==> config.mk <==
export PLATFORM = sky130hd
export DESIGN_NAME = mult_arbiter
export DESIGN_NICKNAME = d
export VERILOG_FILES = /design/src/rtl/mult_arbiter.sv
export SDC_FILE = /design/constraint.sdc
export NUM_CORES = 1
export LEC_CHECK = 0
export CORE_MARGIN = 2
export CORE_UTILIZATION = 30
export CTS_CLUSTER_DIAMETER = 100
export DETAILED_ROUTE_END_ITERATION = 10
export PLACE_DENSITY = 0.56
export SYNTH_ARGS = -nofsm -noshare
export SYNTH_HDL_FRONTEND = slang
export SYNTH_SLANG_ARGS = --single-unit
==> constraint.sdc <==
create_clock -name CLK -period 3.2 [get_ports CLK]
set_input_delay 0.48 -clock CLK [delete_from_list [all_inputs] [get_ports CLK]]
set_output_delay 0.48 -clock CLK [all_outputs]
set_load 0.01 [all_outputs]
==> src/rtl/mult_arbiter.sv <==
// Two-requester round-robin front end sharing one iterative shift-add multiplier.
// One multiplier bit is consumed per CALC cycle; results are held until accepted.
module mult_arbiter #(
    parameter int N = 8
) (
    input  logic             CLK,
    input  logic             RST,
    input  logic             req0_valid,
    input  logic [N-1:0]     req0_a,
    input  logic [N-1:0]     req0_b,
    output logic             req0_ready,
    input  logic             req1_valid,
    input  logic [N-1:0]     req1_a,
    input  logic [N-1:0]     req1_b,
    output logic             req1_ready,
    output logic             rsp_valid,
    input  logic             rsp_ready,
    output logic             rsp_id,
    output logic [2*N-1:0]   rsp_product,
    output logic             busy
);

    localparam int CW = (N > 1) ? $clog2(N) : 1;

    typedef enum logic [1:0] {
        S_IDLE,
        S_CALC,
        S_DONE
    } state_t;

    state_t           state_q, state_d;
    logic [2*N-1:0]   a_q, a_d;
    logic [N-1:0]     b_q, b_d;
    logic [2*N-1:0]   acc_q, acc_d;
    logic [2*N-1:0]   acc_next;
    logic [CW-1:0]    cnt_q, cnt_d;
    logic             id_q, id_d;
    logic             last_q, last_d;
    logic             rsp_valid_q, rsp_valid_d;
    logic             rsp_id_q, rsp_id_d;
    logic [2*N-1:0]   rsp_prod_q, rsp_prod_d;
    logic             busy_q, busy_d;
    logic             gnt0, gnt1;

    // last_q holds the index granted most recently; a tie goes to the other one.
    always_comb begin
        gnt0 = 1'b0;
        gnt1 = 1'b0;
        if (RST && state_q == S_IDLE) begin
            if (req0_valid && (!req1_valid || last_q)) begin
                gnt0 = 1'b1;
            end else if (req1_valid) begin
                gnt1 = 1'b1;
            end
        end
    end

    assign req0_ready = gnt0;
    assign req1_ready = gnt1;

    assign acc_next = b_q[0] ? (acc_q + a_q) : acc_q;

    always_comb begin
        state_d     = state_q;
        a_d         = a_q;
        b_d         = b_q;
        acc_d       = acc_q;
        cnt_d       = cnt_q;
        id_d        = id_q;
        last_d      = last_q;
        rsp_valid_d = rsp_valid_q;
        rsp_id_d    = rsp_id_q;
        rsp_prod_d  = rsp_prod_q;
        case (state_q)
            S_IDLE: begin
                if (gnt0 || gnt1) begin
                    a_d     = {{N{1'b0}}, (gnt1 ? req1_a : req0_a)};
                    b_d     = gnt1 ? req1_b : req0_b;
                    id_d    = gnt1;
                    last_d  = gnt1;
                    acc_d   = '0;
                    cnt_d   = '0;
                    state_d = S_CALC;
                end
            end
            S_CALC: begin
                acc_d = acc_next;
                a_d   = a_q << 1;
                b_d   = b_q >> 1;
                cnt_d = cnt_q + CW'(1);
                // Result is registered on the final CALC edge so it is valid on entry to DONE.
                if (cnt_q == CW'(N - 1)) begin
                    state_d     = S_DONE;
                    rsp_valid_d = 1'b1;
                    rsp_prod_d  = acc_next;
                    rsp_id_d    = id_q;
                end
            end
            S_DONE: begin
                if (rsp_ready) begin
                    state_d     = S_IDLE;
                    rsp_valid_d = 1'b0;
                end
            end
            default: begin
                state_d     = S_IDLE;
                rsp_valid_d = 1'b0;
            end
        endcase
        busy_d = (state_d != S_IDLE);
    end

    always_ff @(posedge CLK) begin
        if (!RST) begin
            state_q     <= S_IDLE;
            a_q         <= '0;
            b_q         <= '0;
            acc_q       <= '0;
            cnt_q       <= '0;
            id_q        <= 1'b0;
            last_q      <= 1'b1;
            rsp_valid_q <= 1'b0;
            rsp_id_q    <= 1'b0;
            rsp_prod_q  <= '0;
            busy_q      <= 1'b0;
        end else begin
            state_q     <= state_d;
            a_q         <= a_d;
            b_q         <= b_d;
            acc_q       <= acc_d;
            cnt_q       <= cnt_d;
            id_q        <= id_d;
            last_q      <= last_d;
            rsp_valid_q <= rsp_valid_d;
            rsp_id_q    <= rsp_id_d;
            rsp_prod_q  <= rsp_prod_d;
            busy_q      <= busy_d;
        end
    end

    assign rsp_valid   = rsp_valid_q;
    assign rsp_id      = rsp_id_q;
    assign rsp_product = rsp_prod_q;
    assign busy        = busy_q;

endmodule

# Word-level counts from Yosys, hierarchy flattened
# Cells that the tools add are included.
[classes] n_addsub=2 n_mul=0 div_mod_pow=0 order_cmp=0 n_eq_ne=6 shifts=0 n_mux=23 bitwise_logic=1 n_reduce_logical=12
[op_table] operator="one-hot mux 16 bit (2 select lines)" count=2
[op_table] operator="two-way mux 16 bit" count=3
[op_table] operator="two-way mux 8 bit" count=3
[op_table] operator="adder 16 bit" count=1
[op_table] operator="one-hot mux 8 bit (2 select lines)" count=1
[op_table] operator="two-way mux 1 bit" count=7
[op_table] operator="two-way mux 2 bit" count=3
[op_table] operator="one-hot mux 2 bit (3 select lines)" count=1
[op_table] operator="one-hot mux 3 bit (2 select lines)" count=1
[op_table] operator="AND reduction 2 bit" count=3
[op_table] operator="!= test 2 bit, second input constant" count=2
[op_table] operator="nonzero test 2 bit" count=2
[op_table] operator="adder 3 x 1 -> 3 bit, second input constant" count=1
[op_table] operator="equality test 3 bit, second input constant" count=1
[op_table] operator="two-way mux 3 bit" count=1
[op_table] operator="one-hot mux 1 bit (3 select lines)" count=1
[op_table] operator="AND reduction 3 bit" count=1
[op_table] operator="equality test 2 x 1 -> 1 bit, second input constant" count=1
[op_table] operator="equality test 2 bit, second input constant" count=1
[op_table] operator="logical AND 1 bit" count=2
[op_table] operator="logical NOT 2 bit" count=1
[op_table] operator="logical OR 1 bit" count=2
[op_table] operator="!= test 2 x 1 -> 1 bit, second input constant" count=1
[op_table] operator="logical NOT 1 bit" count=1
[op_table] operator="NOT 1 bit" count=1
[totals] regBits=66 latchBits=0 mem_bits_rw=0 romBits=0 inputBits=37 out_inout_bits=21 elab_cells=55 n_memories=0

# Depth between registers and ports, before layout
[depth] word_depth=9 depth_mapped=8 mapped_depth_nobuf=8

# Least setup slack after synthesis
# No wires, ideal clock.
[synth_path] path_kind="register to register" start="reg a_q[0]" end="reg rsp_prod_q[8] (netlist: rsp_product[8])" setup_time_ps=74 arrival_time_ps=1973 required_ps=3126 setup_slack_ps=1153 path_stages_with_launch=9 n_path_buf=0 period_less_slack_ps=2047 path_cell_list="dfxtp_1 -> ha_1 -> fa_1 -> a21oi_1 -> o211ai_2 -> nand2_1 -> o2bb2ai_1 -> mux2_2 -> a31oi_1"
[synth_between] elab_chain_cells=2
[synth_rtl] element="start: declaration" line="32" text="logic [2*N-1:0] a_q, a_d;"
[synth_rtl] element="start signal: assignment" line="116" text="a_q <= '0;"
[synth_rtl] element="start signal: assignment" line="128" text="a_q <= a_d;"
[synth_rtl] element="adder 16 bit" line="61" text="assign acc_next = b_q[0] ? (acc_q + a_q) : acc_q;"
[synth_rtl] element="two-way mux 16 bit" line="61"
[synth_rtl] element="end signal: assignment" line="136" text="rsp_prod_q <= rsp_prod_d;"
[synth_rtl] element="end: declaration" line="41" text="logic [2*N-1:0] rsp_prod_q, rsp_prod_d;"
# No other way between the ends.
# A chain may end at the register's enable or synchronous reset.

# Final worst setup path
[layout_path] start="in RST" end="out req0_ready"
[layout_between] elab_chain_cells=2
[layout_rtl] element="start: declaration" line="7" text="input logic RST,"
[layout_rtl] element="logical AND 1 bit" line="49" text="if (RST && state_q == S_IDLE) begin"
[layout_rtl] element="two-way mux 1 bit" line="49"
[layout_rtl] element="end: declaration" line="11" text="output logic req0_ready,"
# No other way between the ends.

==> impl_metrics.env <==
export IMPL_via_per_inst=5.17
export IMPL_dp_final_hpwl_microns=6800
export IMPL_ys_seq_area_frac=0.367
export IMPL_fin_nets=545
export IMPL_final_core_util=0.388
export IMPL_total_leakage_power_uw=0.00177
export IMPL_ys_flop_type="dfxtp_1"
export IMPL_drt_wirelength_per_cell_microns=14.5
export IMPL_ios=58
export IMPL_maxSlewHeadroom=0.557
export IMPL_start_kind="input pin"
export IMPL_syn_inst=441
export IMPL_arrival_ps=2040
export IMPL_clock_fmax_mhz=396
export IMPL_post_layout_nonfiller_instances=641
export IMPL_synthArstFlopShare=0
export IMPL_period_minus_slack_ps=2520
export IMPL_cap_viol_max_count=0
export IMPL_die_h_microns=114
export IMPL_drc_errors=0
export IMPL_cts_sinks=66
export IMPL_dpl_cell_count=626
export IMPL_timing_final_crit_share=0.789
export IMPL_cts_root_buffer="clkbuf_16"
export IMPL_synth_edf_count=0
export IMPL_tritoncts_num_buffers=9
export IMPL_ys_seq_elements=66
export IMPL_cts_clk_slew_worst_paths_ps=50
export IMPL_drt_total_wl_microns=9290
export IMPL_drtIter0Drc=120
export IMPL_grt_use_total=0.149
export IMPL_min_from="rsp_valid"
export IMPL_syn_area_sq_um=3600
export IMPL_p_total_uw=2100
export IMPL_path_buf_inv=2
export IMPL_coreArea_sq_um=11900
export IMPL_synth_cell_types=58
export IMPL_path_max_fanout=3
export IMPL_grt_max_degree=31
export IMPL_syn_to_final_growth_pct=27.7
export IMPL_firstDrtPassIters=4
export IMPL_cts_tree="built"
export IMPL_netlist_top_cells_area="dfxtp_1, a21oi_1, nand2_1, ha_1, nor2_1"
export IMPL_final_setup_tns_ps=0
export IMPL_row_count=40
export IMPL_rsz0062_at_grt="false"
export IMPL_vias=3316
export IMPL_antenna_found_initial=0
export IMPL_fp_dieW_microns=114
export IMPL_path_common_cell="clkdlybuf4s50_1"
export IMPL_syn_num_nets=496
export IMPL_syn_area_per_cell_sq_um=8.17
export IMPL_cp_required_ps=2720
export IMPL_worstMarginPinSlew_ps=664
export IMPL_rr_startpoint="a_q[0]"
export IMPL_crit_family="buffers and inverters"
export IMPL_final_setup_worst_slack_ps=676
export IMPL_n_antenna_cell=0
export IMPL_n_fill_cell=1228
export IMPL_yosys_area_top_type="dfxtp_1"
export IMPL_fp_dieArea_sq_um=12900
export IMPL_irDropWorstVdd_mv=0.227
export IMPL_worstSkewPairLatency_ps=330
export IMPL_start_util=0.304
export IMPL_grt_pass1_vias=3094
export IMPL_report_final_slew_viol_count=0
export IMPL_end_kind="output pin"
export IMPL_routabilityCongestion=0.862
export IMPL_synth_top_area_frac=0.367
export IMPL_cts_resized=0
export IMPL_finalClockSkew_ps=3.78
export IMPL_hold_class="flip-flop to flip-flop"
export IMPL_synth_commonest_cells="dfxtp_1, nand2_1, a21oi_1"
export IMPL_outcome="completed"
export IMPL_cts_hold_buf=0
export IMPL_post_cts_buffers=0
export IMPL_path_cells="clkdlybuf4s50_1 -> nor3b_2 -> and3_1 -> clkdlybuf4s50_1"
export IMPL_crit_start="RST"
export IMPL_place_ws_ps=665
export IMPL_finalHoldViolations=0
export IMPL_cts_max_level=3
export IMPL_power_per_cell_area_nw_per_um2=456
export IMPL_ys_warnings_count=0
export IMPL_max_stage_delay_ps=550
export IMPL_setup_viol=0
export IMPL_clock_path_buffers=2
export IMPL_io_buffer_count=57
export IMPL_grt_pass1_wl_microns=15200
export IMPL_drive_gt1_frac=0.0931
export IMPL_ant_nets=0
export IMPL_critical_path_slowest_cell="clkdlybuf4s50_1"
export IMPL_grt_overflow=0
export IMPL_crit_type="input pin to output pin"
power by group:
group          switching, uW  leakage, uW  internal (uW)  total, uW
clock network            344     0.000152            661       1000
logic                    127      0.00108            103        230
registers               17.5     0.000535            845        862
total                    489      0.00177           1610       2100
sequential cells by signal (all words and copies together), names as in the netlist:
| register | flops |
|---|---|
| rsp_product | 16 |
| a_q | 16 |
| rsp_valid | 1 |
| b_q | 8 |
| rsp_id | 1 |
| cnt_q | 3 |
| last_q | 1 |
| id_q | 1 |
| busy | 1 |
| acc_q | 16 |
| state_q | 2 |
layer usage:
layer	up-vias	routed length, microns	share of wire	track usage
li1	1683	-	-	-
met1	1536	4300	0.46	0.192
met2	79	4390	0.47	0.243
met3	18	368	0.040	0.0260
met4	0	235	0.025	0.0707
met5	-	0	0	0
stage by stage:
stage | hold slack, ps | area (sq um)
after floorplan | 432 | 3600
after global placement | 452 | 4300
after detailed placement | 447 | 4300
after CTS | 455 | 4600
after global routing | 494 | 4600
final | 456 | 4600
cells by family after synthesis:
| kind of cell | count (synthesis) | share of synthesized area |
|---|---|---|
| adders and majority gates | 18 | 0.0646 |
| and+or+nand+nor | 165 | 0.205 |
| xor gates and xnor gates | 12 | 0.0292 |
| AOI/OAI and AO/OA | 136 | 0.262 |
| buffers and inverters | 34 | 0.0444 |
| muxes | 10 | 0.0281 |
| DFF | 66 | 0.367 |
area by class of cell:
type,instances,area [sq um],area share
clock inverter,2,35.0,0.00761
sequential,66,1320,0.287
clock buffer,13,270,0.0587
multi-input combinational,341,2130,0.462
inverter,5,18.8,0.00408
timing repair buffer,67,646,0.140
tap,147,184,0.0400
tightest hold or removal path, cell delays in order (launching register included):
cell	delay (ps)
dfxtp_1	300
nand2_1	50
a21oi_1	50
layout by cell type, fill, tap and decap left out, drive strengths merged, types with 2 or more instances in the layout:
cell,n
a21oi,59
nor2,44
nand4,2
a211o,2
nand2,66
a22o,5
a21o,4
and2,3
xor2,4
buf,10
a211oi,10
nor3,5
o211ai,5
nand3,27
inv,5
mux2i,9
ha,17
clkdlybuf4s50,57
clkbuf,13
o21ai,19
nor2b,3
a221oi,15
a31oi,3
nand2b,5
o21a,4
dfxtp,66
xnor2,8
and3,4
worst paths after layout:
kind	endpoint	slack, ps	cells past startpoint
worst max-delay path	req0_ready	680	4
worst min-delay path	rsp_valid	460	2
worst max register to register	rsp_product[6]	810	8
worst min register to register	rsp_valid	460	2
No activity file was read; power rests on OpenSTA's default activity.
